$ cat src/rtl/vga_scan_gen_if.sv
// Scan-generator bundle: scroll controls in, raster position/sync/scroll offset out.
// The generator side uses the master modport; the pixel pipeline consumes via slave.
interface vga_scan_gen_if;
   logic       scroll_en;
   logic [3:0] scroll_step;
   logic [9:0] hpos;
   logic [9:0] vpos;
   logic       hsync;
   logic       vsync;
   logic       display_on;
   logic       frame_tick;
   logic [9:0] x_offset;

   modport master (
      input  scroll_en,
      input  scroll_step,
      output hpos,
      output vpos,
      output hsync,
      output vsync,
      output display_on,
      output frame_tick,
      output x_offset
   );

   modport slave (
      output scroll_en,
      output scroll_step,
      input  hpos,
      input  vpos,
      input  hsync,
      input  vsync,
      input  display_on,
      input  frame_tick,
      input  x_offset
   );
endinterface

$ cat src/rtl/vga_scan_gen.sv
// VGA raster counter with zero-latency sync/blank decode and a per-frame scroll offset.
// Define VGA_SCAN_SCROLL_EN to build the x_offset register; otherwise x_offset is tied to 0.
module vga_scan_gen #(
   parameter int H_DISPLAY = 640,
   parameter int H_FRONT   = 16,
   parameter int H_SYNC    = 96,
   parameter int H_BACK    = 48,
   parameter int V_DISPLAY = 480,
   parameter int V_FRONT   = 10,
   parameter int V_SYNC    = 2,
   parameter int V_BACK    = 33
) (
   input  logic          clk,
   input  logic          reset,
   vga_scan_gen_if.master scan
);
   localparam int H_TOTAL = H_DISPLAY + H_FRONT + H_SYNC + H_BACK;
   localparam int V_TOTAL = V_DISPLAY + V_FRONT + V_SYNC + V_BACK;

   localparam logic [9:0] H_LAST       = 10'(H_TOTAL - 1);
   localparam logic [9:0] V_LAST       = 10'(V_TOTAL - 1);
   localparam logic [9:0] H_VIS        = 10'(H_DISPLAY);
   localparam logic [9:0] V_VIS        = 10'(V_DISPLAY);
   localparam logic [9:0] H_SYNC_FIRST = 10'(H_DISPLAY + H_FRONT);
   localparam logic [9:0] H_SYNC_LAST  = 10'(H_DISPLAY + H_FRONT + H_SYNC - 1);
   localparam logic [9:0] V_SYNC_FIRST = 10'(V_DISPLAY + V_FRONT);
   localparam logic [9:0] V_SYNC_LAST  = 10'(V_DISPLAY + V_FRONT + V_SYNC - 1);

   logic [9:0] h_cnt;
   logic [9:0] v_cnt;
   logic       h_wrap;
   logic       v_wrap;
   logic       frame_end;

   assign h_wrap    = (h_cnt == H_LAST);
   assign v_wrap    = (v_cnt == V_LAST);
   assign frame_end = h_wrap && v_wrap;

   // Raster counters: vpos only moves on the clock where hpos wraps.
   always_ff @(posedge clk) begin
      if (reset) begin
         h_cnt <= '0;
         v_cnt <= '0;
      end else if (h_wrap) begin
         h_cnt <= '0;
         v_cnt <= v_wrap ? '0 : v_cnt + 10'd1;
      end else begin
         h_cnt <= h_cnt + 10'd1;
      end
   end

   // All decodes come straight off the counter registers so they stay mutually aligned.
   assign scan.hpos       = h_cnt;
   assign scan.vpos       = v_cnt;
   assign scan.hsync      = !((h_cnt >= H_SYNC_FIRST) && (h_cnt <= H_SYNC_LAST));
   assign scan.vsync      = !((v_cnt >= V_SYNC_FIRST) && (v_cnt <= V_SYNC_LAST));
   assign scan.display_on = (h_cnt < H_VIS) && (v_cnt < V_VIS);
   assign scan.frame_tick = frame_end;

`ifdef VGA_SCAN_SCROLL_EN
   logic [9:0] x_off_q;

   // One conditional subtract suffices because both operands are already below H_DISPLAY+16.
   function automatic logic [9:0] wrap_add(input logic [9:0] base, input logic [3:0] step);
      logic [10:0] sum;
      sum = {1'b0, base} + {7'd0, step};
      if (sum >= 11'(H_DISPLAY))
         sum = sum - 11'(H_DISPLAY);
      return sum[9:0];
   endfunction

   // Loading on the last pixel makes the new offset appear together with the (0,0) wrap.
   always_ff @(posedge clk) begin
      if (reset)
         x_off_q <= '0;
      else if (frame_end && scan.scroll_en)
         x_off_q <= wrap_add(x_off_q, scan.scroll_step);
   end

   assign scan.x_offset = x_off_q;
`else
   logic unused_scroll;
   assign unused_scroll = ^{scan.scroll_en, scan.scroll_step};
   assign scan.x_offset = '0;
`endif
endmodule

$ cat src/flat_wrapper.sv
// flat-port wrapper written by rule: the top's interface ports become plain ports
module vga_scan_gen_flat 
#(
   parameter int H_DISPLAY = 640,
   parameter int H_FRONT   = 16,
   parameter int H_SYNC    = 96,
   parameter int H_BACK    = 48,
   parameter int V_DISPLAY = 480,
   parameter int V_FRONT   = 10,
   parameter int V_SYNC    = 2,
   parameter int V_BACK    = 33
)
  (clk, reset, scan_scroll_en, scan_scroll_step, scan_hpos, scan_vpos, scan_hsync, scan_vsync, scan_display_on, scan_frame_tick, scan_x_offset);
  vga_scan_gen_if scan_i ();
  input  logic clk;
  input  logic reset;
  input wire logic [$bits(scan_i.scroll_en)-1:0] scan_scroll_en;
  input wire logic [$bits(scan_i.scroll_step)-1:0] scan_scroll_step;
  output wire logic [$bits(scan_i.hpos)-1:0] scan_hpos;
  output wire logic [$bits(scan_i.vpos)-1:0] scan_vpos;
  output wire logic [$bits(scan_i.hsync)-1:0] scan_hsync;
  output wire logic [$bits(scan_i.vsync)-1:0] scan_vsync;
  output wire logic [$bits(scan_i.display_on)-1:0] scan_display_on;
  output wire logic [$bits(scan_i.frame_tick)-1:0] scan_frame_tick;
  output wire logic [$bits(scan_i.x_offset)-1:0] scan_x_offset;
  assign scan_i.scroll_en = scan_scroll_en;
  assign scan_i.scroll_step = scan_scroll_step;
  assign scan_hpos = scan_i.hpos;
  assign scan_vpos = scan_i.vpos;
  assign scan_hsync = scan_i.hsync;
  assign scan_vsync = scan_i.vsync;
  assign scan_display_on = scan_i.display_on;
  assign scan_frame_tick = scan_i.frame_tick;
  assign scan_x_offset = scan_i.x_offset;
  vga_scan_gen #(.H_DISPLAY(H_DISPLAY), .H_FRONT(H_FRONT), .H_SYNC(H_SYNC), .H_BACK(H_BACK), .V_DISPLAY(V_DISPLAY), .V_FRONT(V_FRONT), .V_SYNC(V_SYNC), .V_BACK(V_BACK)) u_core (.clk(clk), .reset(reset), .scan(scan_i));
endmodule
$ cat config.mk
export PLATFORM = sky130hd
export DESIGN_NAME = vga_scan_gen_flat
export DESIGN_NICKNAME = d
export VERILOG_FILES = /design/src/rtl/vga_scan_gen_if.sv /design/src/rtl/vga_scan_gen.sv /design/src/flat_wrapper.sv
export SDC_FILE = /design/constraint.sdc
export NUM_CORES = 1
export LEC_CHECK = 0
export CAP_MARGIN = 40
export CELL_PAD_IN_SITES_DETAIL_PLACEMENT = 1
export CELL_PAD_IN_SITES_GLOBAL_PLACEMENT = 2
export CORE_ASPECT_RATIO = 1.4
export CORE_MARGIN = 1.5
export CORE_UTILIZATION = 27
export CTS_CLUSTER_SIZE = 30
export DETAILED_ROUTE_END_ITERATION = 7
export GPL_ROUTABILITY_DRIVEN = 0
export GPL_TIMING_DRIVEN = 0
export PLACE_DENSITY = 0.95
export SYNTH_ARGS = -nofsm -noshare
export SYNTH_HDL_FRONTEND = slang
export SYNTH_SLANG_ARGS = --single-unit
$ cat constraint.sdc
create_clock -name clk -period 4.8 [get_ports clk]
set_input_delay 0.96 -clock clk [delete_from_list [all_inputs] [get_ports clk]]
set_output_delay 0.96 -clock clk [all_outputs]
set_load 0.02 [all_outputs]
Yosys cells after proc, flatten, opt, wreduce, memory -nomap -nowiden
Cells that the tools add are included.
W data, S select, Z words.
{"block": "word_totals", "register_bits": 20, "input_bits": 7}
{"block": "op_classes", "n_mux": 1, "n_reduce_logical": 7, "n_addsub": 2, "n_eq_ne": 2, "order_cmp": 6}
{"cell": "$add A10 B1 Y10 const B", "count": 2}
{"cell": "$eq A10 B10 Y1 const B", "count": 2}
{"cell": "$ge A10 B10 Y1 const B", "count": 1}
{"cell": "$ge A10 B9 Y1 const B", "count": 1}
{"cell": "$le A10 B10 Y1 const B", "count": 1}
{"cell": "$le A10 B9 Y1 const B", "count": 1}
{"cell": "$lt A10 B10 Y1 const B", "count": 1}
{"cell": "$lt A10 B9 Y1 const B", "count": 1}
{"cell": "$mux W10", "count": 1}
{"cell": "$logic_and A1 B1 Y1", "count": 4}
{"cell": "$logic_not A1 Y1", "count": 2}
{"cell": "$reduce_or A2 Y1", "count": 1}

Longest topological paths before layout
{"block": "depth", "depth_word": 3, "ltp_mapped": 6, "depth_no_buf": 6}

Worst setup path before layout
OpenSTA, ideal clock, no wires.
{"block": "synth_path", "path_kind": "register -> output", "from": "reg u_core.h_cnt[0] (netlist: u_core.scan.hpos[0])", "to": "out scan_frame_tick", "path_stages_with_launch": 6, "slack_ns": 1.973, "arrival_time_ns": 1.867, "path_buffers": 1, "required_ns": 3.840, "path_cell_list": "dfxtp_1 -> ha_1 -> nand3_1 -> or3_1 -> clkbuf_2 -> nor2_1"}
{"block": "synth_between", "elab_chain_cells": 2}
{"element": "start, declared", "line": "vga_scan_gen.sv:29", "rtl": "logic [9:0] h_cnt;"}
{"element": "start signal, assigned", "line": "vga_scan_gen.sv:48", "rtl": "h_cnt <= h_cnt + 10'd1;"}
{"element": "$eq A10 B10 Y1", "line": "vga_scan_gen.sv:35", "rtl": "assign h_wrap = (h_cnt == H_LAST);"}
{"element": "$logic_and A1 B1 Y1", "line": "vga_scan_gen.sv:37", "rtl": "assign frame_end = h_wrap && v_wrap;"}
{"element": "end, declared", "line": "flat_wrapper.sv:24", "rtl": "output wire logic [$bits(scan_i.frame_tick)-1:0] scan_frame_tick;"}
No other way between the ends.

Worst setup path in the final report
Ends and elaborated chain as after synthesis.

==> flow_summary.json <==
{
  "status": "finished with violations",
  "violations": "DRC",
  "cts_tree": "yes",
  "synth_cell_types": 33,
  "wl_microns": 2780,
  "io_buffers": 24,
  "h-tree-depth": 1,
  "critPathSlowestCell": "clkdlybuf4s50_1",
  "wl_per_cell_microns": 13.1,
  "cts_made_buffers": 3,
  "crit_required_ps": 3840,
  "drc": 4,
  "worstPathCellList": "ha_1 > nand3_1 > or3_1 > clkbuf_2 > nor2_1 > clkdlybuf4s50_1",
  "viasPerCell": 4.75,
  "synthTopCellsByArea": "dfxtp_1 35%, xnor2_1 6.9%, buf_4 6.6%",
  "ctsResizeCount": 0,
  "antenna_left": 0,
  "dp_hpwl_microns": 2180,
  "ys_ff_latch": 20,
  "dp.cells": 208,
  "grt_pass1_wl_microns": 4930,
  "clock_sinks": 20,
  "drive_gt1_share_pct": 13.6,
  "finalSetupViolCount": 0,
  "die_x_microns": 57.8,
  "power.leakage_nw": 0.569,
  "period_needed_ps": 3650,
  "synth_largest_area_cell": "dfxtp_1",
  "track_usage_pct": 13.6,
  "num_rows": 27,
  "irDropWorstVdd_uv": 97.4,
  "synth_top_area_share_pct": 35.2,
  "num_vias": 1008,
  "endpoint_kind": "output port",
  "pre_cts_ws_ps": 1430,
  "clk_latency_ps": 270,
  "fin_ws_ps": 1150,
  "nNetsFinal": 181,
  "clk_path_buf_depth": 2,
  "io_pins": 41,
  "crit_type": "flop to output port",
  "yosys_warnings": 0,
  "hold_viol": 0,
  "dieArea_sq_um": 4610,
  "synth.avg_cell_area_sq_um": 8.61,
  "cts_hold_buf": 0,
  "cap_violations": 0,
  "fp.dieH_microns": 79.8,
  "final_area_sq_um": 1520,
  "cts_setup_buffers": 0,
  "area_growth_syn_to_layout_pct": 33.7,
  "fmax_mhz": 274,
  "antenna_found_initial": 0,
  "finalSetupTns_ps": 0,
  "synthesis.area_sq_um": 1140,
  "fin_cells": 212,
  "cp_max_fo": 8,
  "startpoint_type": "flop",
  "cts-root-buf": "clkbuf_8",
  "syn_inst": 132,
  "grt_max_degree": 12,
  "slew_violations": 0,
  "initial_utilization_pct": 28.5,
  "final.setup_skew_ps": 1.32,
  "min_path_type": "flop to flop",
  "clkTransAtPathRegs_ps": 70,
  "max_stage_delay_ps": 670,
  "diodes": 0,
  "place_area_sq_um": 1460,
  "dr.first_iter.drc_count": 14,
  "grt-ovfl-total": 0,
  "critPathArrivalTime_ps": 2690,
  "rsz0062_at_grt": "no",
  "coreArea_sq_um": 3990,
  "fin_crit_sh_pct": 76.1,
  "grt_pass1_vias": 1070,
  "power.density_nw_per_um2": 218,
  "yosysSeqAreaShare_pct": 35.2,
  "dr.pass1.iters": 6
}
==> cell usage in the layout, fill, tap and decap left out, types with 2 or more instances in the layout <==
cell type / instances
a21oi_1: 5
xnor2_1: 9
nor4_4: 2
nor2_1: 20
clkbuf_1: 2
clkbuf_8: 4
o21ai_0: 2
nor4_1: 2
xor2_1: 3
or3_1: 4
nor4b_1: 2
ha_1: 4
conb_1: 10
dfxtp_1: 20
nand4_1: 4
and4_1: 3
clkbuf_2: 2
nor3_1: 5
clkdlybuf4s50_1: 24
nand3_1: 9
buf_4: 10
inv_1: 6
nand2_1: 4
and3_1: 2
==> worst max-delay path, delay by kind of cell, from the launching register on <==
family                   cells  cell delay, ps
adder cells (fa/ha/maj)      1             230
buffers and inverters        2             840
flip-flops                   1             430
AND/OR/NAND/NOR              3             940
==> layout make-up <==
cell class	instances	area (sq um)
Buffer	15	104
Clock buffer	4	55.1
Fill cell	489	2470
Inverter	6	22.5
Multi-Input combinational cell	100	643
Sequential cell	20	400
Tap cell	43	53.8
Timing Repair Buffer	24	240
==> metrics by stage <==
stage | power (mW) | hold WS (ps) | utilization [%]
floorplan | 0.196 | 540 | -
global placement | 0.202 | 469 | 36.7
detailed placement | 0.203 | 494 | 36.7
CTS | 0.336 | 513 | 38.1
global route | 0.344 | 528 | 38.1
finish | 0.332 | 510 | 38.1
==> state kept, by name, indices dropped and copies added (netlist names) <==
name	count
u_core.scan.hpos	10
u_core.scan.vpos	10
==> path summary, 6_finish.rpt <==
check                                 startpoint  cells past startpoint  slack, ps                               end
setup reg to reg  u_core.scan.hpos[0]$_SDFF_PP0_                      6       2630  u_core.scan.vpos[4]$_SDFFE_PP0P_
setup / recovery  u_core.scan.hpos[0]$_SDFF_PP0_                      6       1150                   scan_frame_tick
hold reg to reg   u_core.scan.hpos[0]$_SDFF_PP0_                      1        510    u_core.scan.hpos[0]$_SDFF_PP0_
hold / removal    u_core.scan.hpos[0]$_SDFF_PP0_                      1        510    u_core.scan.hpos[0]$_SDFF_PP0_
==> logic make-up after synthesis <==
logic type | Yosys count | synth area share, %
AND/OR/NAND/NOR | 64 | 34.4
buffers and inverters | 21 | 11.1
flip-flops | 20 | 35.2
XOR/XNOR | 12 | 9.25
AO/OA/AOI/OAI | 9 | 4.41
adder cells (fa/ha/maj) | 4 | 4.41
other | 1 | 0.330
multiplexers | 1 | 0.881
==> per-layer routing <==
metal  vias to the layer above  part of all wire (%)  global-route usage (%)
li1                        510                     -                       -
met1                       472                    41                    15.1
met2                        23                    53                    24.2
met3                         3                   4.6                    3.08
met4                         0                   1.4                    5.58
met5                         -                     0                       0
==> synthesized netlist by cell type <==
master    count
nand4_1       4
nor4_4        2
o21bai_1      1
nor4b_1       2
dfxtp_1      20
inv_1         6
and4_1        3
nor3_1        5
xnor2_1       9
or4_1         1
nand3_1       9
buf_6         1
or2b_1        1
nand2_1       4
clkbuf_2      2
nor4_1        2
or3_1         4
xor2_1        3
nand3_2       1
nor3b_1       1
and3_1        2
ha_1          4
buf_4        10
conb_1        1
or4b_4        1
o21a_1        1
a21oi_1       5
nor4_2        1
clkbuf_1      2
or4b_2        1
nor2_1       20
mux2i_1       1
o21ai_0       2
==> power breakdown <==
group          internal (mW)  switching [mW]
Clock                 0.0732          0.0592
Sequential             0.168         0.00303
Combinational         0.0116          0.0168
Total                  0.253          0.0790
Power figures use the tool's default switching activity.
